### src/rtl/reg_hazard_scoreboard.sv
// reg_hazard_scoreboard
//   Decode-side issue scheduler. Tracks in-flight register writes from
//   fixed-latency ops (per-register countdown) and from a single
//   variable-latency mul/div unit (per-register pending bit plus a busy flag).
//   Each cycle it either issues the decode-stage instruction or holds it,
//   reporting the RAW cause on pause = {pause_rt, pause_rs} and structural
//   conflicts on stall_struct.
//
//   Handshake: id_valid presents an instruction; issue is the combinational
//   accept for that same cycle. An instruction is consumed only in a cycle
//   where id_valid & issue are both high; otherwise decode must hold it.
//
//   Optional feature macro: FORWARD_EN -- lets a source whose producer is on
//   the write-back bus this cycle issue without pausing, and reports that
//   operand on fwd_rs_sel / fwd_rt_sel.
module reg_hazard_scoreboard #(
  parameter int PIPE_DEPTH = 3,
  parameter int CNT_W      = 2
) (
  input  logic        clk,
  input  logic        rst,
  input  logic        id_valid,
  input  logic [4:0]  id_rs_addr,
  input  logic        id_rs_used,
  input  logic [4:0]  id_rt_addr,
  input  logic        id_rt_used,
  input  logic [4:0]  id_rd_addr,
  input  logic        id_rd_we,
  input  logic        id_long,
  input  logic        flush,
  input  logic        long_done,
  input  logic [4:0]  long_rd,
  output logic        issue,
  output logic [1:0]  pause,
  output logic        stall_struct,
  output logic [31:0] pend_mask,
  output logic        fwd_rs_sel,
  output logic        fwd_rt_sel
);

  localparam logic [CNT_W-1:0] CNT_LOAD = CNT_W'(PIPE_DEPTH);
  localparam logic [CNT_W-1:0] CNT_ONE  = CNT_W'(1);

  logic [CNT_W-1:0] cnt_q [32];
  logic [CNT_W-1:0] cnt_d [32];
  logic [31:0]      lpend_q, lpend_d;
  logic             long_busy_q, long_busy_d;

  logic [31:0] pend;
  logic [31:0] fwd_ok;
  logic        rs_hit, rt_hit;
  logic        pause_rs, pause_rt;
  logic        done_hits_rd;
  logic        stall_c, issue_c;
  logic        fix_wr, long_wr;

  // Per-register pending view; register 0 is never tracked.
  always_comb begin
    pend = '0;
    for (int r = 1; r < 32; r++) begin
      pend[r] = (cnt_q[r] != '0) | lpend_q[r];
    end
  end

  // Which pending registers can instead be taken from the write-back bus.
  always_comb begin
    fwd_ok = '0;
`ifdef FORWARD_EN
    for (int r = 1; r < 32; r++) begin
      fwd_ok[r] = ((cnt_q[r] == CNT_ONE) & ~lpend_q[r]) |
                  ((cnt_q[r] == '0) & lpend_q[r] & long_done & (long_rd == 5'(r)));
    end
`endif
  end

  // Hazard detection and the combinational issue decision.
  always_comb begin
    rs_hit       = id_valid & id_rs_used & (id_rs_addr != '0) & pend[id_rs_addr];
    rt_hit       = id_valid & id_rt_used & (id_rt_addr != '0) & pend[id_rt_addr];
    pause_rs     = rs_hit & ~fwd_ok[id_rs_addr];
    pause_rt     = rt_hit & ~fwd_ok[id_rt_addr];
    done_hits_rd = long_done & (long_rd == id_rd_addr);
    stall_c      = id_valid &
                   ((id_long & long_busy_q & ~long_done) |
                    (id_rd_we & (id_rd_addr != '0) & lpend_q[id_rd_addr] & ~done_hits_rd));
    issue_c      = id_valid & ~flush & ~pause_rs & ~pause_rt & ~stall_c;
  end

  // Outputs are forced quiet while reset is held.
  always_comb begin
    issue        = issue_c & ~rst;
    pause        = {pause_rt, pause_rs} & {2{~rst}};
    stall_struct = stall_c & ~rst;
    pend_mask    = pend & {32{~rst}};
    fwd_rs_sel   = rs_hit & fwd_ok[id_rs_addr] & ~rst;
    fwd_rt_sel   = rt_hit & fwd_ok[id_rt_addr] & ~rst;
  end

  // Next scoreboard state: decrement countdowns, then apply new issues (set wins).
  always_comb begin
    fix_wr      = issue_c & id_rd_we & ~id_long & (id_rd_addr != '0);
    long_wr     = issue_c & id_long;
    long_busy_d = long_busy_q;
    if (long_done) long_busy_d = 1'b0;
    if (long_wr)   long_busy_d = 1'b1;
    for (int r = 0; r < 32; r++) begin
      cnt_d[r]   = (cnt_q[r] != '0) ? cnt_q[r] - CNT_ONE : '0;
      lpend_d[r] = lpend_q[r];
      if (fix_wr && (id_rd_addr == 5'(r)))              cnt_d[r]   = CNT_LOAD;
      if (long_done && (long_rd == 5'(r)))              lpend_d[r] = 1'b0;
      if (long_wr && id_rd_we && (id_rd_addr == 5'(r))) lpend_d[r] = 1'b1;
    end
    cnt_d[0]   = '0;
    lpend_d[0] = 1'b0;
  end

  // Scoreboard registers; reset drops every pending entry.
  always_ff @(posedge clk or posedge rst) begin
    if (rst) begin
      for (int r = 0; r < 32; r++) cnt_q[r] <= '0;
      lpend_q     <= '0;
      long_busy_q <= 1'b0;
    end else begin
      for (int r = 0; r < 32; r++) cnt_q[r] <= cnt_d[r];
      lpend_q     <= lpend_d;
      long_busy_q <= long_busy_d;
    end
  end

endmodule

### config.mk
export PLATFORM = sky130hd
export DESIGN_NAME = reg_hazard_scoreboard
export DESIGN_NICKNAME = d
export VERILOG_FILES = /design/src/rtl/reg_hazard_scoreboard.sv
export SDC_FILE = /design/constraint.sdc
export NUM_CORES = 1
export LEC_CHECK = 0
export BUFFER_PORTS_ARGS = -buffer_cell sky130_fd_sc_hd__buf_2
export CAP_MARGIN = 20
export CORE_UTILIZATION = 51
export CTS_CLUSTER_DIAMETER = 80
export DETAILED_ROUTE_END_ITERATION = 10
export PLACE_DENSITY = 0.7
export SYNTH_ARGS = -nofsm -noshare
export SYNTH_HDL_FRONTEND = slang
export SYNTH_SLANG_ARGS = --single-unit
### constraint.sdc
create_clock -name clk -period 5.4 [get_ports clk]
set_input_delay 1.08 -clock clk [delete_from_list [all_inputs] [get_ports clk]]
set_output_delay 1.08 -clock clk [all_outputs]
set_load 0.1 [all_outputs]
==> impl_results.rst <==
.. list-table::
   :header-rows: 1

   * - Metric
     - Value
   * - Initial core utilization
     - between 50% and 60%
   * - Via count of the first global-routing pass
     - roughly 4,800
   * - Post-Synth Adder-Cell Area
     - 0%
   * - Pre-CTS WS
     - roughly 1000 ps
   * - Core Rows
     - 37
   * - Most prevalent standard cell on the critical path
     - buf_2
   * - Root Driver
     - clkbuf_8
   * - Num ports
     - 67
   * - Critical path launch point
     - id_rd_addr[0]
   * - Highest attainable clock frequency
     - between 200 and 250 MHz
   * - Diode count
     - 0
   * - Nature of the critical path endpoint
     - output pin
   * - Setup slack of the critical path after layout
     - approximately 1000 ps
   * - Dominant register cell in the synthesized netlist
     - dfrtp_1
   * - Quantity of gates resized following cts
     - 0
   * - Instance count of the mapped netlist
     - approximately 640
   * - Final WL
     - roughly 16 mm
   * - Mux cell area share after synthesis
     - around 6.1%
   * - Standard cell with the maximum stage delay on the critical path
     - mux4_2
   * - GRT Util Overall
     - between 30% and 40%
   * - Path type of the worst min-delay path
     - reg2reg
   * - Instance count along the most critical hold path
     - 1
   * - Post-route fraction of the period consumed by the critical path
     - approximately four fifths
   * - Netlist area before placement
     - 5450 um2
   * - Setup Viol. Count Final
     - 0
   * - Status
     - finished clean
   * - Worst stage delay on the critical path
     - between 500 and 600 ps
   * - Standard cell core area
     - between 10,000 and 15,000 um2
   * - Die Width
     - 105 um
   * - Detailed Routing Iterations Pass 1
     - 6
   * - Commonest non-fill, non-tap cell in the layout
     - dfrtp_1
   * - Final slew viol count
     - 0
   * - Max-capacitance violation count
     - 0
   * - Largest fanout on the critical path
     - 19
   * - Clock skew
     - between 10 and 15 ps
   * - Ratio of routed vias to standard cells
     - around 6.4
   * - DRC violation count after routing
     - 0
   * - Initial DRC Count
     - ~550
   * - Depth of the CTS H-tree
     - 3
   * - Sequential-to-total area share from yosys stat
     - between 40% and 50%
   * - Sinks on the clock net
     - 94
   * - Total half-perimeter wirelength after legalization and detailed placement
     - ~12 mm
   * - Slew at the pin with the worst max-slew slack
     - 1140 ps
   * - Clock tree from TritonCTS
     - yes
   * - Maximum VDD drop
     - roughly 0.17 mV
   * - Hold buffer count at cts
     - 0
   * - Worst min-delay path endpoint
     - cnt_q[8]
   * - Standby leakage power
     - 2.46 nW
   * - Die Area
     - ~11,000 um2
   * - Bufs on Longest Clock Path
     - 2
   * - Asr flop ratio synth
     - 100%
   * - Sequence of cells on the critical path
     - buf_2, mux4_2, a211oi_1, a22oi_1, nand2_1, nand4b_4, nor3b_2, buf_2
   * - Compound-cell area share of the yosys netlist
     - between 10% and 20%
   * - Clk Latency, worst-skew pair
     - about 370 ps
   * - Required time at the worst-slack endpoint
     - approximately 4300 ps
   * - Number of flops mapped to enable cells by yosys
     - 0
   * - Drt wl/cell
     - just over 20 um
   * - Synthesis warning total
     - 0
   * - Area added between synthesis and finish
     - 8.13%
   * - FF+latch count, synth
     - 94
   * - Launch point of the worst hold path
     - cnt_q[8]
   * - Slack of the worst reg-to-reg path
     - roughly 2200 ps
   * - Clock period minus worst slack
     - 4380 ps
   * - Setup Fix Bufs, Post-CTS
     - 0
   * - Final weighted congestion in routability-driven placement
     - slightly below 1
   * - Total negative setup slack
     - 0 ps
   * - Largest family of logic cells by synthesized area
     - simple AND/OR/NAND/NOR gates
   * - Inserted Clock Buffers
     - 9
   * - Number of antenna violations at the first check in global routing
     - 0
   * - Wire length of the first global-routing pass
     - ~26 mm
   * - Total of buffers placed on input and output ports
     - between 60 and 70
   * - Net count, final
     - between 600 and 700
   * - DIE HEIGHT
     - roughly 110 um
   * - Capturing point of the worst reg2reg path
     - cnt_q[61]
   * - Clock-pin slew on the worst setup and hold paths
     - 90 ps
   * - Startpoint-to-endpoint class of the critical path
     - in2out
   * - Count of final hold-check violations
     - 0
   * - Unrepaired setup endpoints after global routing
     - no
   * - Startpoint types
     - input port
   * - Simple-gate share of the synthesized area
     - a little under a quarter
   * - Cells on worst reg2reg path
     - 8
   * - Worst slew margin
     - a little under a quarter
   * - Congestion Overflow GR
     - 0
   * - Number of unique standard cell types used by synthesis
     - 52
   * - Area share of xor/xnor cells in the synthesized design
     - 0.804%
   * - Data arrival at the endpoint of the critical path
     - between 3000 and 4000 ps
   * - Pin count of the biggest net entering global routing
     - 95
   * - Syn_area_per_cell
     - about 8.6 um2
   * - Power per cell area
     - 253 nW/um2
   * - Post-DRT Antenna Nets
     - 0
   * - Highest-count cells in the layout ignoring fill and taps
     - 94 x dfrtp_1, 63 x buf_2, 56 x nand3_1
   * - Fraction of layout instances using a drive strength above 1
     - approximately 14%
   * - Reg-to-reg startpoint
     - cnt_q[16]
   * - Vias
     - between 5,000 and 6,000
==> power breakdown <==
part	internal (mW)	switching (mW)	total, mW
sequential	0.718	0.0169	0.735
combinational	0.0670	0.221	0.288
clock	0.212	0.252	0.465
==> state kept, by name, indices dropped and copies added, names as in the netlist <==
register,cells
long_busy_q,1
lpend_q,31
cnt_q,62
==> how the worst max path moves through the flow <==
stage,slack [ps],endpoint,cells past startpoint
2_1_floorplan,290,pend_mask[28],2
3_3_place_gp,1080,issue,8
3_5_place_dp,1030,issue,8
4_1_cts,1030,issue,8
5_1_grt,920,issue,8
6_report,1020,issue,8
==> cell usage after synthesis, drive strengths merged, types with 4 or more instances <==
master / count / area share [%]
a211oi: 8 / 1.1
a21oi: 4 / 0.37
and2: 4 / 0.46
buf: 26 / 3.8
clkbuf: 21 / 1.5
dfrtp: 94 / 43
inv: 38 / 2.6
mux2i: 15 / 2.8
mux4: 7 / 2.9
nand2: 49 / 3.4
nand2b: 9 / 1.0
nand3: 56 / 5.1
nand4: 17 / 2.0
nor2: 48 / 3.3
nor2b: 5 / 0.57
nor3: 39 / 3.6
nor3b: 5 / 0.78
nor4: 9 / 1.1
o211ai: 5 / 0.69
o21ai: 97 / 8.9
o22ai: 34 / 3.9
or3: 5 / 0.57
xor2: 4 / 0.64
==> logic make-up after synthesis <==
logic type,after synthesis
AND/OR/NAND/NOR,258
other,1
buffers and inverters,85
AO/OA/AOI/OAI,168
multiplexers,24
flip-flops,94
XOR/XNOR,5
==> stage by stage <==
| stage | std cells | utilization (%) | cell area [um2] | power, mW | hold WS [ps] |
|---|---|---|---|---|---|
| CTS | 809 | 57.0 | 5890 | 1.49 | 492 |
| global route | 809 | 57.0 | 5890 | 1.55 | 516 |
| global placement | 794 | 55.2 | 5700 | 1.03 | 468 |
| finish | 809 | 57.0 | 5890 | 1.49 | 492 |
| floorplan | 637 | - | 5460 | 0.965 | 456 |
| detailed placement | 794 | 55.2 | 5700 | 1.03 | 479 |
==> routing by layer <==
metal,GRT usage [%],part of all wire (%)
met5,0,0
met3,5.69,7.3
met2,47.3,45
met4,12.2,3.2
met1,44.5,44
==> critical path, delay by kind of cell <==
kind | cells | cell delay [ps]
mux | 1 | 570
buf+inv | 2 | 780
simple gates | 3 | 490
compound gates | 2 | 370
==> cell type report <==
class | count | area [um2]
clock buffer | 10 | 128
clock inverter | 5 | 61.3
fill | 990 | 4430
inverter | 38 | 144
multi-input combinational | 458 | 2680
sequential | 94 | 2350
tap | 136 | 170
timing repair buffer | 68 | 353
(Power assumes the default switching activity.)
